### src/rtl/ac_alu.sv
// Accumulator stage with ALU and extended-carry flip-flop E.
// One micro-operation per clock, selected by fixed priority among the strobes.
module ac_alu #(
    parameter int WIDTH = 16,
    parameter int INW   = 8
) (
    input  logic             CLK,
    input  logic             CLR,
    input  logic [WIDTH-1:0] DR,
    input  logic [INW-1:0]   INPR,
    input  logic             AND,
    input  logic             ADD,
    input  logic             LDA,
    input  logic             INP,
    input  logic             COM,
    input  logic             SHR,
    input  logic             SHL,
    input  logic             INR,
    input  logic             CLRAC,
    input  logic             CLE,
    input  logic             CME,
    output logic [WIDTH-1:0] AC,
    output logic             E,
    output logic             AC_ZERO,
    output logic             AC_NEG
);

    logic [WIDTH-1:0] r_ac;
    logic             r_e;
    logic [WIDTH-1:0] w_ac_next;
    logic             w_e_next;
    logic [WIDTH:0]   w_sum;

    // Incoming E is deliberately not part of the sum; E only receives the carry.
    assign w_sum = {1'b0, r_ac} + {1'b0, DR};

    always_comb begin
        w_ac_next = r_ac;
        w_e_next  = r_e;
        if (CLE) begin
            w_e_next = 1'b0;
        end else if (CME) begin
            w_e_next = ~r_e;
        end

        // The winning AC op may override the CLE/CME effect on E below.
        if (CLRAC) begin
            w_ac_next = '0;
        end else if (LDA) begin
            w_ac_next = DR;
        end else if (AND) begin
            w_ac_next = r_ac & DR;
        end else if (ADD) begin
            w_ac_next = w_sum[WIDTH-1:0];
            w_e_next  = w_sum[WIDTH];
        end else if (INP) begin
            w_ac_next = {r_ac[WIDTH-1:INW], INPR};
        end else if (COM) begin
            w_ac_next = ~r_ac;
        end else if (SHR) begin
            w_ac_next = {r_e, r_ac[WIDTH-1:1]};
            w_e_next  = r_ac[0];
        end else if (SHL) begin
            w_ac_next = {r_ac[WIDTH-2:0], r_e};
            w_e_next  = r_ac[WIDTH-1];
        end else if (INR) begin
            w_ac_next = r_ac + {{(WIDTH-1){1'b0}}, 1'b1};
        end
    end

    always_ff @(posedge CLK or posedge CLR) begin
        if (CLR) begin
            r_ac <= '0;
            r_e  <= 1'b0;
        end else begin
            r_ac <= w_ac_next;
            r_e  <= w_e_next;
        end
    end

    assign AC      = r_ac;
    assign E       = r_e;
    assign AC_ZERO = (r_ac == '0);
    assign AC_NEG  = r_ac[WIDTH-1];

endmodule

### config.mk
export PLATFORM = sky130hd
export DESIGN_NAME = ac_alu
export DESIGN_NICKNAME = d
export VERILOG_FILES = /design/src/rtl/ac_alu.sv
export SDC_FILE = /design/constraint.sdc
export NUM_CORES = 1
export LEC_CHECK = 0
export ABC_AREA = 0
export CORE_MARGIN = 10
export CORE_UTILIZATION = 25
export CTS_BUF_LIST = sky130_fd_sc_hd__clkbuf_4 sky130_fd_sc_hd__clkbuf_8
export CTS_CLUSTER_DIAMETER = 100
export DETAILED_ROUTE_END_ITERATION = 10
export PLACE_DENSITY_LB_ADDON = 0.15
export SLEW_MARGIN = 0
export SYNTH_ARGS = -nofsm -noshare
export SYNTH_HDL_FRONTEND = slang
export SYNTH_SLANG_ARGS = --single-unit
### constraint.sdc
create_clock -name CLK -period 3.6 [get_ports CLK]
set_input_delay 0.36 -clock CLK [delete_from_list [all_inputs] [get_ports CLK]]
set_output_delay 0.36 -clock CLK [all_outputs]
set_load 0.03 [all_outputs]
== Word level (Yosys, flattened, before mapping) ==
Index checks and enable logic that the tools add are counted.

* Output and inout bits: 19
* Word-level logic and storage cells: 32
* Bits in registers: 17
* Input port bits: 37

* Reduce and logical (&&, ||, !) cells: 4
* Multiplexer cells: 19
* $add $sub $neg: 2
* Equal/unequal tests: 1
* Bitwise operators: 3

{| class="wikitable"
|+ Operator list
! cell !! count
|-
| two-way mux 16 bit || 9
|-
| adder 16 x 16 -> 17 bit || 1
|-
| adder 16 x 1 -> 16 bit (second input constant) || 1
|-
| AND 16 bit || 1
|-
| logical NOT 16 bit || 1
|-
| inverter 16 bit || 1
|-
| two-way mux 1 bit || 10
|-
| nonzero test 9 bit || 1
|-
| nonzero test 8 bit || 1
|-
| inequality test 5 x 4 -> 1 bit (second input constant) || 1
|-
| AND reduction 2 bit || 1
|-
| inverter 1 bit || 1
|}

== Longest topological paths before layout ==
* Depth in word-level cells: 11
* Depth in mapped cells: 9

== Worst setup path after synthesis ==
Ideal clock, no wire load.

* Path type: register -> register
* Start point: reg r_ac[0], in the netlist AC[0]
* End point: reg r_ac[12], in the netlist AC[12]
* Data arrival time: 2,367 ps
* Required time: 3,473 ps
* Clock period less this slack: 2,494 ps
* Cell stages (with the launch flop): 10
* Setup slack: 1,106 ps
* Buffers on the path: 0
* Path through: dfrtp_1 ha_1 fa_1 a21oi_1 o211ai_1 a41o_1 a21oi_2 nor3_1 a311oi_1 o21ai_1

* Word-level cells in the longest chain between the ends: 10
* Elaborated cells between the ends (all ways): 11
* Those cells by class: 2 x add/sub; 9 x mux

{| class="wikitable"
|+ Ends and longest elaborated chain
! element !! RTL line !! source
|-
| from (decl) || 28 || <nowiki>logic [WIDTH-1:0] r_ac;</nowiki>
|-
| from (signal assigned) || 76 || <nowiki>r_ac <= w_ac_next;</nowiki>
|-
| adder 16 x 1 -> 16 bit || 67 || <nowiki>w_ac_next = r_ac + {{(WIDTH-1){1'b0}}, 1'b1};</nowiki>
|-
| two-way mux 16 bit || 66 || <nowiki>end else if (INR) begin</nowiki>
|-
| two-way mux 16 bit || 63 || <nowiki>end else if (SHL) begin</nowiki>
|-
| two-way mux 16 bit || 60 || <nowiki>end else if (SHR) begin</nowiki>
|-
| two-way mux 16 bit || 58 || <nowiki>end else if (COM) begin</nowiki>
|-
| two-way mux 16 bit || 56 || <nowiki>end else if (INP) begin</nowiki>
|-
| two-way mux 16 bit (*) || 53 || <nowiki>end else if (ADD) begin</nowiki>
|-
| two-way mux 16 bit (*) || 51 || <nowiki>end else if (AND) begin</nowiki>
|-
| two-way mux 16 bit (*) || 49 || <nowiki>end else if (LDA) begin</nowiki>
|-
| two-way mux 16 bit (*) || 47 || <nowiki>if (CLRAC) begin</nowiki>
|}

Every way passes the cells marked *; elsewhere a longest branch is shown, timed or not. The select of a mux whose other input is x is not followed.
A chain may end at the register's enable or synchronous reset.

== Worst setup path after layout ==
* Start point: in DR[0]
* End point: reg r_e, in the netlist E

* Word-level cells in the longest chain between the ends: 5

{| class="wikitable"
|+ Ends and longest elaborated chain
! element !! RTL line !! source
|-
| from (decl) || 9 || <nowiki>input logic [WIDTH-1:0] DR,</nowiki>
|-
| adder 16 x 16 -> 17 bit || 35 || <nowiki>assign w_sum = {1'b0, r_ac} + {1'b0, DR};</nowiki>
|-
| two-way mux 1 bit || 53 ||
|-
| two-way mux 1 bit || 51 ||
|-
| two-way mux 1 bit || 49 ||
|-
| two-way mux 1 bit || 47 ||
|-
| net w_e_next || 31 || <nowiki>logic w_e_next;</nowiki>
|-
| to (signal assigned) || 77 || <nowiki>r_e <= w_e_next;</nowiki>
|-
| to (decl) || 29 || <nowiki>logic r_e;</nowiki>
|}

The timed path passes the listed nets, and every way through them passes these cells.

==> qor.csv <==
metric,value,unit
status,"complete, no violations",
synth.distinct_cells,76,
p_per_area,254,nW/um2
num_rows,39,
combPwrFrac,0.524,
cts_tree,done,
place.gp.congestion,0.883,
cts_max_level,1,
port_buffers,55,
die_w,129,um
crit_path_frequent_cell,a21oi_1,
post_cts_resized,0,
worstPathArrival,2.85,ns
period_minus_slack,2.73,ns
worst-slew-pin-transition,0.848,ns
insertion_delay,0.28,ns
crit_chain,clkdlybuf4s50_1 > ha_1 > fa_1 > a21oi_1 > o211ai_1 > a41o_1 > a21oi_2 > o21ai_1 > a21oi_1 > a31oi_1,
route.antenna.remaining_nets,0,
synth_edf_count,0,
crit_type,primary input to register,
intPower,508,uW
fmax,367,MHz
numCtsBuffers,3,
cp_max_fo,3,
fillers,1240,
switching_share,0.461,
seqPwrFrac,0.283,
holdWs,0.550,ns
wl,12600,um
pre_cts_slack,0.621,ns
fin_crit_sh,0.758,
rsz0062_at_grt,no,
synth_nets,468,
post_cts_buffers,0,
start_util,0.258,
dieArea,16700,um2
diodes,0,
synthFlopType,dfrtp_1,
yosysMostFrequentCell,a21oi_1,
layoutNonFillerInstCount,595,
synth-async-reset-ratio,1.00,
dp_hpwl,9420,um
nets,509,
grt_pass1_vias,3352,
slowest_delay,0.43,ns
setup_viol,0,
maxCapViolCount,0,
startpoint_type,primary input,
antenna_found_initial,0,
io_pins,56,
synthTopCellsByCount,"a21oi_1, nand2_1, nor2_1, o21ai_0",
final.setup.worst_slack,0.873,ns
ys_warn_count,0,
slew_viol_final,0,
grt_pass1_wl,19800,um
layout-drive-gt1-share,0.0929,
cts.clk_slew.worst_paths,0.10,ns
dr.first_iter.drc_count,331,
p_clk_frac,0.193,
cp.required,3.72,ns
syn_inst,412,
yosysTopAreaCellShare,0.143,
hold_buffers,0,
finalClockSkew,0.0119,ns
slowest_stage,clkdlybuf4s50_1,
p_switching,435,uW
hold_viol,0,
dieHeight,129,um
cts_sinks,17,
area.growth.synth_to_final,24.3,%
finalSetupTns,0,ns
grt_overflow,0,
totalPowerFinal,943,uW
wl_per_cell,21.1,um
drc_errors,0,
yosys-top-cells-area,"dfrtp_1, ha_1, a21oi_1, nand2_1, nor2_1",
vias_per_cell,5.72,
ys_seq_elements,17,
dp_cells,591,
vias,3405,
cp-end-kind,register,
grt_usage,0.150,
min_path_type,primary input to asynchronous set/reset pin,
ir_drop,0.0953,mV
grt_max_degree,24,
slew_headroom,0.434,
clockRootBuffer,clkbuf_8,
synth_area_per_cell,7.24,um2
clockBufferDepth,2,
core_area,11600,um2
netlist_area,2980,um2
dr.pass1.iters,5,
cellLeakagePower,0.00140,uW
synth_top_area_cell,dfrtp_1,
ys_seq_area_frac,0.143,
worst max-delay path: cells and delay by family:
kind	cells	cell delay, ns
buffers and inverters	1	0.43
AOI/OAI and AO/OA	7	1.37
adders and majority gates	2	0.68
power by group through the flow:
stage	registers, uW	clock network [uW]	logic, uW
after floorplan	267	0	311
after global placement	271	0	491
after detailed placement	270	0	489
after CTS	267	182	492
after global routing	273	189	541
final	267	182	494
cell type report:
type	count	area [um2]	share of cell area
clock buffers	4	48.8	0.0132
inverters	18	67.6	0.0182
repair buffers	70	663	0.179
multi-input cells	343	2320	0.627
well taps	143	179	0.0482
flip-flops and latches	17	425	0.115
logic make-up (layout without fill, tap and decap cells):
| logic type | count (synthesis) | count (layout) | share of synthesized area |
|---|---|---|---|
| and+or+nand+nor | 143 | 143 | 0.259 |
| AOI/OAI and AO/OA | 160 | 160 | 0.371 |
| muxes | 9 | 9 | 0.0319 |
| adders and majority gates | 19 | 19 | 0.0822 |
| buffers and inverters | 52 | 92 | 0.0780 |
| DFF | 17 | 17 | 0.143 |
| xor gates and xnor gates | 12 | 12 | 0.0352 |
routing by layer:
metal / part of all wire / up-vias / GRT usage / wire, um
li1: - / 1660 / - / -
met1: 0.48 / 1632 / 0.204 / 6010
met2: 0.45 / 100 / 0.245 / 5670
met3: 0.058 / 13 / 0.0200 / 730
met4: 0.014 / 0 / 0.0341 / 171
met5: 0 / - / 0 / 0
state kept, by name, indices dropped and copies added (netlist names):
register  cells
AC           16
E             1
worst paths after layout:
kind	from	endpoint	slack, ns	cells after the start
setup reg to reg	AC[0]	E	0.88	9
hold / removal	CLR	AC[7]	0.55	2
max in group asynchronous	CLR	AC[15]	2.52	2
min in group CLK	AC[0]	AC[0]	0.72	2
hold reg to reg	AC[0]	AC[0]	0.72	2
setup / recovery	DR[0]	E	0.87	10
through the flow:
step / area, um2 / util
floorplan: 2980 / -
global placement: 3660 / 0.316
detailed placement: 3660 / 0.316
CTS: 3710 / 0.321
global route: 3710 / 0.321
finish: 3710 / 0.321
layout by cell type (no fill, tap or decap), drive strengths merged, types with 12 or more instances in the layout:
| cell type | netlist | layout |
|---|---|---|
| inv | 17 | 17 |
| nand2 | 35 | 35 |
| a21oi | 44 | 44 |
| o21ai | 34 | 34 |
| dfrtp | 17 | 17 |
| nor3 | 21 | 21 |
| nand3 | 12 | 12 |
| nor2 | 34 | 34 |
| ha | 18 | 18 |
| buf | 25 | 15 |
| clkdlybuf4s50 | 0 | 55 |
Note: power is estimated with default switching activity, not from simulation.
